<file path="src/rtl/bit_count_unit.sv">
// Multi-mode bit counter: ones, zeros, leading zeros or trailing zeros of a DATA_W operand,
// scanned BITS_PER_CYC bits per clock. Define BITCNT_EARLY_EXIT_EN to end a scan once the result is known.
module bit_count_unit #(
  parameter int DATA_W       = 16,
  parameter int BITS_PER_CYC = 2,
  parameter int CNT_W        = $clog2(DATA_W + 1)
) (
  input  logic              clk,
  input  logic              rst,
  input  logic              start,
  input  logic [1:0]        mode,
  input  logic [DATA_W-1:0] data_in,
  output logic              rdy,
  output logic              done,
  output logic [CNT_W-1:0]  cnt
);

  // Handshake: an op is accepted on a rising edge where start=1 and rdy=1; rdy drops
  // for the duration of the scan, and done pulses for one cycle with cnt valid in that cycle.

  localparam int N_CHUNK = DATA_W / BITS_PER_CYC;
  localparam int CHUNK_W = (N_CHUNK > 1) ? $clog2(N_CHUNK) : 1;
  localparam logic [CHUNK_W-1:0] LAST_CHUNK = CHUNK_W'(N_CHUNK - 1);
  // Bits entering from the top on each shift; zero-count mode fills with ones so they
  // never look like remaining zeros to the early-exit check.
  localparam logic [DATA_W-1:0] FILL_MASK = ~({DATA_W{1'b1}} >> BITS_PER_CYC);

  localparam logic [1:0] MODE_ONES  = 2'b00;
  localparam logic [1:0] MODE_ZEROS = 2'b01;
  localparam logic [1:0] MODE_LZ    = 2'b10;

  typedef enum logic {
    S_IDLE,
    S_COUNT
  } state_t;

  state_t state_q, state_d;

  logic [DATA_W-1:0]       shift_q;
  logic [DATA_W-1:0]       shift_next;
  logic [1:0]              mode_q;
  logic [CNT_W-1:0]        cnt_q;
  logic [CHUNK_W-1:0]      chunk_q;
  logic                    found_q;
  logic                    done_q;

  logic [BITS_PER_CYC-1:0] chunk_bits;
  logic [CNT_W-1:0]        chunk_add;
  logic                    seen;
  logic                    early;
  logic                    last;
  logic                    accept;
  logic                    finish;

  function automatic logic [DATA_W-1:0] bit_rev(input logic [DATA_W-1:0] v);
    logic [DATA_W-1:0] r;
    r = '0;
    for (int i = 0; i < DATA_W; i++) begin
      r[i] = v[DATA_W-1-i];
    end
    return r;
  endfunction

  assign chunk_bits = shift_q[BITS_PER_CYC-1:0];

  // Per-chunk contribution; zero-run modes stop adding once the first 1 has been seen.
  always_comb begin
    chunk_add = '0;
    seen      = found_q;
    for (int i = 0; i < BITS_PER_CYC; i++) begin
      case (mode_q)
        MODE_ONES: begin
          if (chunk_bits[i]) chunk_add = chunk_add + CNT_W'(1);
        end
        MODE_ZEROS: begin
          if (!chunk_bits[i]) chunk_add = chunk_add + CNT_W'(1);
        end
        default: begin
          if (chunk_bits[i]) seen = 1'b1;
          else if (!seen) chunk_add = chunk_add + CNT_W'(1);
        end
      endcase
    end
  end

  always_comb begin
    shift_next = shift_q >> BITS_PER_CYC;
    if (mode_q == MODE_ZEROS) shift_next = shift_next | FILL_MASK;
  end

`ifdef BITCNT_EARLY_EXIT_EN
  always_comb begin
    early = 1'b0;
    case (mode_q)
      MODE_ONES:  early = (shift_next == '0);
      MODE_ZEROS: early = &shift_next;
      default:    early = seen;
    endcase
  end
`else
  assign early = 1'b0;
`endif

  assign last = (chunk_q == LAST_CHUNK) || early;

  always_comb begin
    state_d = state_q;
    accept  = 1'b0;
    finish  = 1'b0;
    case (state_q)
      S_IDLE: begin
        if (start) begin
          accept  = 1'b1;
          state_d = S_COUNT;
        end
      end
      S_COUNT: begin
        if (last) begin
          finish  = 1'b1;
          state_d = S_IDLE;
        end
      end
      default: state_d = S_IDLE;
    endcase
  end

  always_ff @(posedge clk or posedge rst) begin
    if (rst) begin
      state_q <= S_IDLE;
    end else begin
      state_q <= state_d;
    end
  end

  // Leading-zero mode loads the operand mirrored so the datapath always scans LSB-first.
  always_ff @(posedge clk or posedge rst) begin
    if (rst) begin
      shift_q <= '0;
      mode_q  <= MODE_ONES;
      cnt_q   <= '0;
      chunk_q <= '0;
      found_q <= 1'b0;
      done_q  <= 1'b0;
    end else begin
      done_q <= finish;
      if (accept) begin
        shift_q <= (mode == MODE_LZ) ? bit_rev(data_in) : data_in;
        mode_q  <= mode;
        cnt_q   <= '0;
        chunk_q <= '0;
        found_q <= 1'b0;
      end else if (state_q == S_COUNT) begin
        shift_q <= shift_next;
        cnt_q   <= cnt_q + chunk_add;
        chunk_q <= chunk_q + CHUNK_W'(1);
        found_q <= seen;
      end
    end
  end

  assign rdy  = (state_q == S_IDLE);
  assign done = done_q;
  assign cnt  = cnt_q;

endmodule

</file>
<file path="config.mk">
export PLATFORM = sky130hd
export DESIGN_NAME = bit_count_unit
export DESIGN_NICKNAME = d
export VERILOG_FILES = /design/src/rtl/bit_count_unit.sv
export SDC_FILE = /design/constraint.sdc
export NUM_CORES = 1
export LEC_CHECK = 0
export ABC_AREA = 1
export ABC_CLOCK_PERIOD_IN_PS = 2700
export CAP_MARGIN = 20
export CORE_MARGIN = 5
export CORE_UTILIZATION = 52
export CTS_CLUSTER_DIAMETER = 100
export DETAILED_ROUTE_END_ITERATION = 10
export PLACE_DENSITY = 0.79
export SLEW_MARGIN = 20
export SYNTH_ARGS = -nofsm -noshare
export SYNTH_HDL_FRONTEND = slang
export SYNTH_SLANG_ARGS = --single-unit
</file>
<file path="constraint.sdc">
create_clock -name clk -period 2.7 [get_ports clk]
set_input_delay 0.27 -clock clk [delete_from_list [all_inputs] [get_ports clk]]
set_output_delay 0.27 -clock clk [all_outputs]
set_load 0.03 [all_outputs]
</file>
; Word-level counts from Yosys, hierarchy flattened
; Cells that the tools add are included.
[op_classes]
n_addsub = 3
muxes = 30
bitwise = 1
eq_ne = 3
n_reduce_logical = 3
[ops]
columns = cell, n
row1 = $mux W16, 4
row2 = $mux W5, 6
row3 = $pmux W5 S2, 2
row4 = $mux W1, 15
row5 = $mux W3, 2
row6 = $add A5 B1 Y5 const B, 1
row7 = $add A5 B5 Y5, 1
row8 = $add A3 B1 Y3 const B, 1
row9 = $eq A3 B3 Y1 const B, 1
row10 = $eq A2 B1 Y1 const B, 1
row11 = $eq A2 B2 Y1 const B, 1
row12 = $logic_not A2 Y1, 1
row13 = $pmux W1 S2, 1
row14 = $reduce_bool A2 Y1, 1
row15 = $reduce_or A2 Y1, 1
row16 = $not A1 Y1, 1
[totals]
output_inout_bits = 7
reg_bits = 29
inputBits = 21
wordCells = 47

; Logic depth before layout (Yosys ltp)
; Gate-level depths: netlist of the first run.
[logic_depth]
depth_word = 10
depth_mapped = 14
ltp_nobuf = 14

; Least setup slack after synthesis of the first run
; OpenSTA, ideal clock, no wires.
[synth_path]
path_type = register to register
startpoint = register mode_q[0]
endpoint = register cnt_q[1], in the netlist cnt[1]
synth_period_minus_slack_ns = 2.196
required_time_ns = 2.579
slack_ns = 0.504
n_path_buf = 0
path_stages_with_launch = 11
arrival_time_ns = 2.075
setup_ns = 0.121
path_cell_list = dfrtp_1 -> nor2_1 -> nand2_1 -> and3_1 -> ha_1 -> nand3_1 -> nand3_1 -> nor2_1 -> ha_1 -> fa_1 -> a22o_1
[synth_via]
elab_chain_len = 9
word_cells_on_any_way = 14
cone_classes = add/sub (2) / eq/ne (1) / mux (9) / reduce/logical (2)
[synth_rtl]
columns = element, line
row1 = from (decl), 41  ; logic [1:0] mode_q;
row2 = from (signal assigned), 148  ; mode_q <= mode;
row3 = $eq A2 B1 Y1 / $logic_not A2 Y1 (equally long branches), 71  ; case (mode_q)
row4 = $pmux W5 S2 / $reduce_or A2 Y1 (equally long branches), --
row5 = $add A5 B1 Y5 / $mux W1 (equally long branches), --
row6 = $mux W5, 80  ; else if (!seen) chunk_add = chunk_add + CNT_W'(1);
row7 = $mux W5, 79  ; if (chunk_bits[i]) seen = 1'b1;
row8 = $pmux W5 S2 *, 71
row9 = $add A5 B5 Y5 *, 154  ; cnt_q <= cnt_q + chunk_add;
row10 = $mux W5 *, 152  ; end else if (state_q == S_COUNT) begin
row11 = $mux W5 *, 146  ; if (accept) begin
row12 = to (signal assigned), 154
row13 = to (decl), 42  ; logic [CNT_W-1:0] cnt_q;
; Every way passes the cells marked *; elsewhere a longest branch is shown, timed or not. The select of a mux whose other input is x is not followed.
; A chain may end at the register's enable or synchronous reset.

; Final worst setup path of the first run
[layout_path]
startpoint = register shift_q[0]
endpoint = register cnt_q[1], in the netlist cnt[1]
[layout_via]
elab_chain_len = 9
word_cells_on_any_way = 15
cone_classes = add/sub (2) / mux (13)
[layout_rtl]
columns = element, line
row1 = from (decl), 39  ; logic [DATA_W-1:0] shift_q;
row2 = from (signal assigned), 147  ; shift_q <= (mode == MODE_LZ) ? bit_rev(data_in) : data_in;
row3 = from (signal assigned), 153  ; shift_q <= shift_next;
row4 = "$mux W1, on equally long branches", "79, 73, 76"
row5 = $pmux W5 S2, 71
row6 = $add A5 B1 Y5, "73, 76, 80"
row7 = $mux W5, 80
row8 = $mux W5, 79
row9 = $pmux W5 S2 *, 71
row10 = $add A5 B5 Y5 *, 154
row11 = $mux W5 *, 152
row12 = $mux W5 *, 146
; Marked as above.

==> results.sh, run 1 <==
export IMPL_outcome="finished, final reports clean"
export IMPL_timing_final_crit_period_ns=2.39
export IMPL_vdd_drop_max_mv=0.484
export IMPL_ys_ff_latch=29
export IMPL_synth_warnings=0
export IMPL_root_buffer="clkbuf_4"
export IMPL_viasPerCell=5.14
export IMPL_period_share=0.885
export IMPL_power_frac_comb=0.471
export IMPL_clock_latency_ns=0.34
export IMPL_ys_seq_area_frac=0.444
export IMPL_cp_num_buf_inv=0
export IMPL_chipWidth_microns=66.0
export IMPL_port_buffers=27
export IMPL_antenna_cells=0
export IMPL_p_switching_uw=914
export IMPL_hp_class="input port to asynchronous set/reset pin"
export IMPL_reg2reg_setup_slack_ns=0.31
export IMPL_hold_buffers=0
export IMPL_drcViolationCount=0
export IMPL_io_pins=28
export IMPL_cp_max_fo=6
export IMPL_grt_ovfl_total=0
export IMPL_cap_violations=0
export IMPL_slew_violations=0
export IMPL_grt_pass1_vias=1270
export IMPL_r2r_start="shift_q[0]$_DFFE_PP0P_"
export IMPL_start_util=0.539
export IMPL_yosys_cell_types_count=29
export IMPL_regToRegEndpoint="cnt[1]$_DFFE_PP0P_"
export IMPL_slowest_delay_ns=0.45
export IMPL_core_sq_um=3030
export IMPL_routabilityCongestion=0.747
export IMPL_pwr_share_seq=0.362
export IMPL_cts_buffer_depth=2
export IMPL_critPathKind="flip-flop to flip-flop"
export IMPL_cp_cell_sequence="o21ai_0 -> and3_1 -> ha_1 -> nand3_1 -> nand3_1 -> nor2_1 -> ha_1 -> fa_1 -> a22o_1"
export IMPL_grt_pass1_wl_microns=5630
export IMPL_p_leak_uw=0.000968
export IMPL_critPathSlowestCell="dfrtp_1"
export IMPL_grt_use_met2=0.285
export IMPL_htree_levels=2
export IMPL_final_util=0.659
export IMPL_antenna_left=0
export IMPL_end_kind="flip-flop"
export IMPL_power_internal_uw=1340
export IMPL_start_kind="flip-flop"
export IMPL_place_hpwl_microns=2280
export IMPL_drive_gt1_frac=0.0789
export IMPL_synthesis_area_sq_um=1630
export IMPL_hold_viol=0
export IMPL_grtUsageMet1=0.208
export IMPL_dieArea_sq_um=4360
export IMPL_final_cell_mix="nand2_1, dfrtp_1, clkdlybuf4s50_1"
export IMPL_crit_arrival_ns=2.62
export IMPL_route_vias_total=1399
export IMPL_clkPwrFrac=0.167
export IMPL_setup_tns_ns=0
export IMPL_grtUsageTotal=0.176
export IMPL_grt_antenna_before_repair=0
export IMPL_finalSetupViolations=0
export IMPL_cts_tree="yes"
export IMPL_syn_mean_instance_area_sq_um=8.21
export IMPL_first_iter_violations=50
export IMPL_whs_ns=0.299
export IMPL_final_common_cell="nand2_1"
export IMPL_drt_wirelength_per_cell_microns=12.2
export IMPL_powerDensity_nw_per_um2=1130
export IMPL_fp_dieH_microns=66.0
export IMPL_p_sw_frac=0.405
export IMPL_grt_max_degree=30
export IMPL_grt_use_met3=0.0578
export IMPL_crit_family="adder cells"
export IMPL_cts_resized=0
export IMPL_r2r_cells=9
export IMPL_clkTransAtPathRegs_ns=0.09
export IMPL_max_clock_freq_ghz=0.418
export IMPL_numCtsBuffers=5
export IMPL_drtPass1Iterations=4
export IMPL_top_usage_layer="met2"
export IMPL_final_nets=255
export IMPL_syn_to_final_growth_pct=22.2
export IMPL_synth_nets=227
export IMPL_syn_instance_count=199
export IMPL_critical_path_required_ns=2.93
export IMPL_fin_skew_ns=0.00475
export IMPL_wirelength_microns=3320
export IMPL_rsz0062_at_grt="no"
export IMPL_max_slew_margin_rel=0.589
export IMPL_rows=20
export IMPL_max_slew_worst_pin_slew_ns=0.617
export IMPL_post_cts_buffers=0
export IMPL_cts_sinks=29
-- per-stage QoR --
stage | setup WS, ns | total power, uW | cells | cell area, sq um
5_1_grt | 0.0621 | 2470 | 272 | 2000
4_1_cts | 0.294 | 2290 | 272 | 2000
3_5_place_dp | 0.321 | 1900 | 264 | 1910
3_3_place_gp | 0.439 | 1860 | 264 | 1910
2_1_floorplan | 0.504 | 1620 | 199 | 1630
6_report | 0.309 | 2260 | 272 | 2000
-- registers in the layout (all words and copies together) (netlist names) --
signal and flops:
state_q 1, cnt 5, chunk_q 3, found_q 1, done 1, mode_q 2, shift_q 16
-- synthesized netlist by cell type --
| library cell | number | area share |
|---|---|---|
| nor2_1 | 16 | 0.037 |
| a21oi_2 | 1 | 0.0054 |
| inv_2 | 1 | 0.0023 |
| nor3_1 | 1 | 0.0031 |
| fa_1 | 1 | 0.012 |
| nand3_1 | 19 | 0.058 |
| nand3b_1 | 1 | 0.0046 |
| nand2_1 | 45 | 0.10 |
| ha_1 | 6 | 0.046 |
| inv_8 | 1 | 0.0069 |
| a21oi_1 | 4 | 0.012 |
| nand4_1 | 1 | 0.0038 |
| nand2_4 | 1 | 0.0069 |
| buf_6 | 2 | 0.014 |
| o21ai_1 | 4 | 0.012 |
| dfrtp_1 | 29 | 0.44 |
| nand3_2 | 1 | 0.0061 |
| inv_6 | 1 | 0.0054 |
| a21boi_0 | 3 | 0.014 |
| o21ai_0 | 19 | 0.058 |
| nand2_2 | 1 | 0.0038 |
| buf_2 | 5 | 0.015 |
| and3_1 | 1 | 0.0038 |
| inv_1 | 22 | 0.051 |
| a22oi_1 | 6 | 0.028 |
| a22o_1 | 4 | 0.021 |
| buf_8 | 1 | 0.0092 |
| o21ai_2 | 1 | 0.0054 |
| nor2_4 | 1 | 0.0069 |
-- worst max-delay path by stage --
| stage | cells past startpoint | to | from | slack [ns] |
|---|---|---|---|---|
| final | 9 | cnt[1]$_DFFE_PP0P_ | shift_q[0]$_DFFE_PP0P_ | 0.31 |
| after global routing | 13 | cnt[4]$_DFFE_PP0P_ | shift_q[0]$_DFFE_PP0P_ | 0.06 |
| after CTS | 9 | cnt[1]$_DFFE_PP0P_ | shift_q[0]$_DFFE_PP0P_ | 0.29 |
| after detailed placement | 9 | cnt[1]$_DFFE_PP0P_ | shift_q[0]$_DFFE_PP0P_ | 0.32 |
| after global placement | 10 | cnt[1]$_DFFE_PP0P_ | mode_q[0]$_DFFE_PP0P_ | 0.44 |
| after floorplan | 10 | cnt[1]$_DFFE_PP0P_ | mode_q[0]$_DFFE_PP0P_ | 0.50 |
-- power groups by stage --
stage	Combinational [uW]	Clock (uW)	Sequential [uW]
4_1_cts	1080	387	818
3_5_place_dp	1070	0	824
3_3_place_gp	1040	0	822
5_1_grt	1220	410	845
2_1_floorplan	784	0	835
6_report	1060	378	816
-- layout make-up --
class,instances,area (sq um)
Sequential cell,29,726
Clock buffer,7,55.1
Timing Repair Buffer,29,285
Multi-Input combinational cell,137,738
Tap cell,44,55.1
Fill cell,259,1030
Inverter,25,106
Clock inverter,1,30.0
-- logic make-up after synthesis --
logic type / count (synthesis) / synth area share
fa+ha+maj: 7 / 0.0582
simple gates: 88 / 0.238
flops: 29 / 0.444
compound gates: 42 / 0.156
buf+inv: 33 / 0.103
-- per-layer routing --
metal / part of all wire / vias up
li1: - / 717
met4: 0.015 / 0
met3: 0.056 / 4
met1: 0.45 / 641
met2: 0.48 / 37
met5: 0 / -
-- worst reg2reg max path, delay by kind of cell (launching register included) --
kind / cells / cell delay [ns]
AOI/OAI and AO/OA: 2 / 0.46
adders and majority gates: 3 / 0.84
DFF: 1 / 0.45
and+or+nand+nor: 4 / 0.52
Power figures use the tool's default switching activity.
==> run 2, diff against run 1 <==
--- a/config.mk
+++ b/config.mk
@@ -13,7 +13,6 @@
 export CTS_CLUSTER_DIAMETER = 100
 export DETAILED_ROUTE_END_ITERATION = 10
 export PLACE_DENSITY = 0.79
-export SLEW_MARGIN = 20
 export SYNTH_ARGS = -nofsm -noshare
 export SYNTH_HDL_FRONTEND = slang
 export SYNTH_SLANG_ARGS = --single-unit
==> results of run 2 <==
The final DEF is identical to that of run 1; final timing and power are the same.
==> run 3, diff against run 2 <==
--- a/config.mk
+++ b/config.mk
@@ -11,7 +11,9 @@
 export CORE_MARGIN = 5
 export CORE_UTILIZATION = 52
 export CTS_CLUSTER_DIAMETER = 100
+export CTS_CLUSTER_SIZE = 28
 export DETAILED_ROUTE_END_ITERATION = 10
+export GPL_ROUTABILITY_DRIVEN = 0
 export PLACE_DENSITY = 0.79
 export SYNTH_ARGS = -nofsm -noshare
 export SYNTH_HDL_FRONTEND = slang
==> results of run 3 <==
The final DEF is identical to that of run 1; final timing and power are the same.
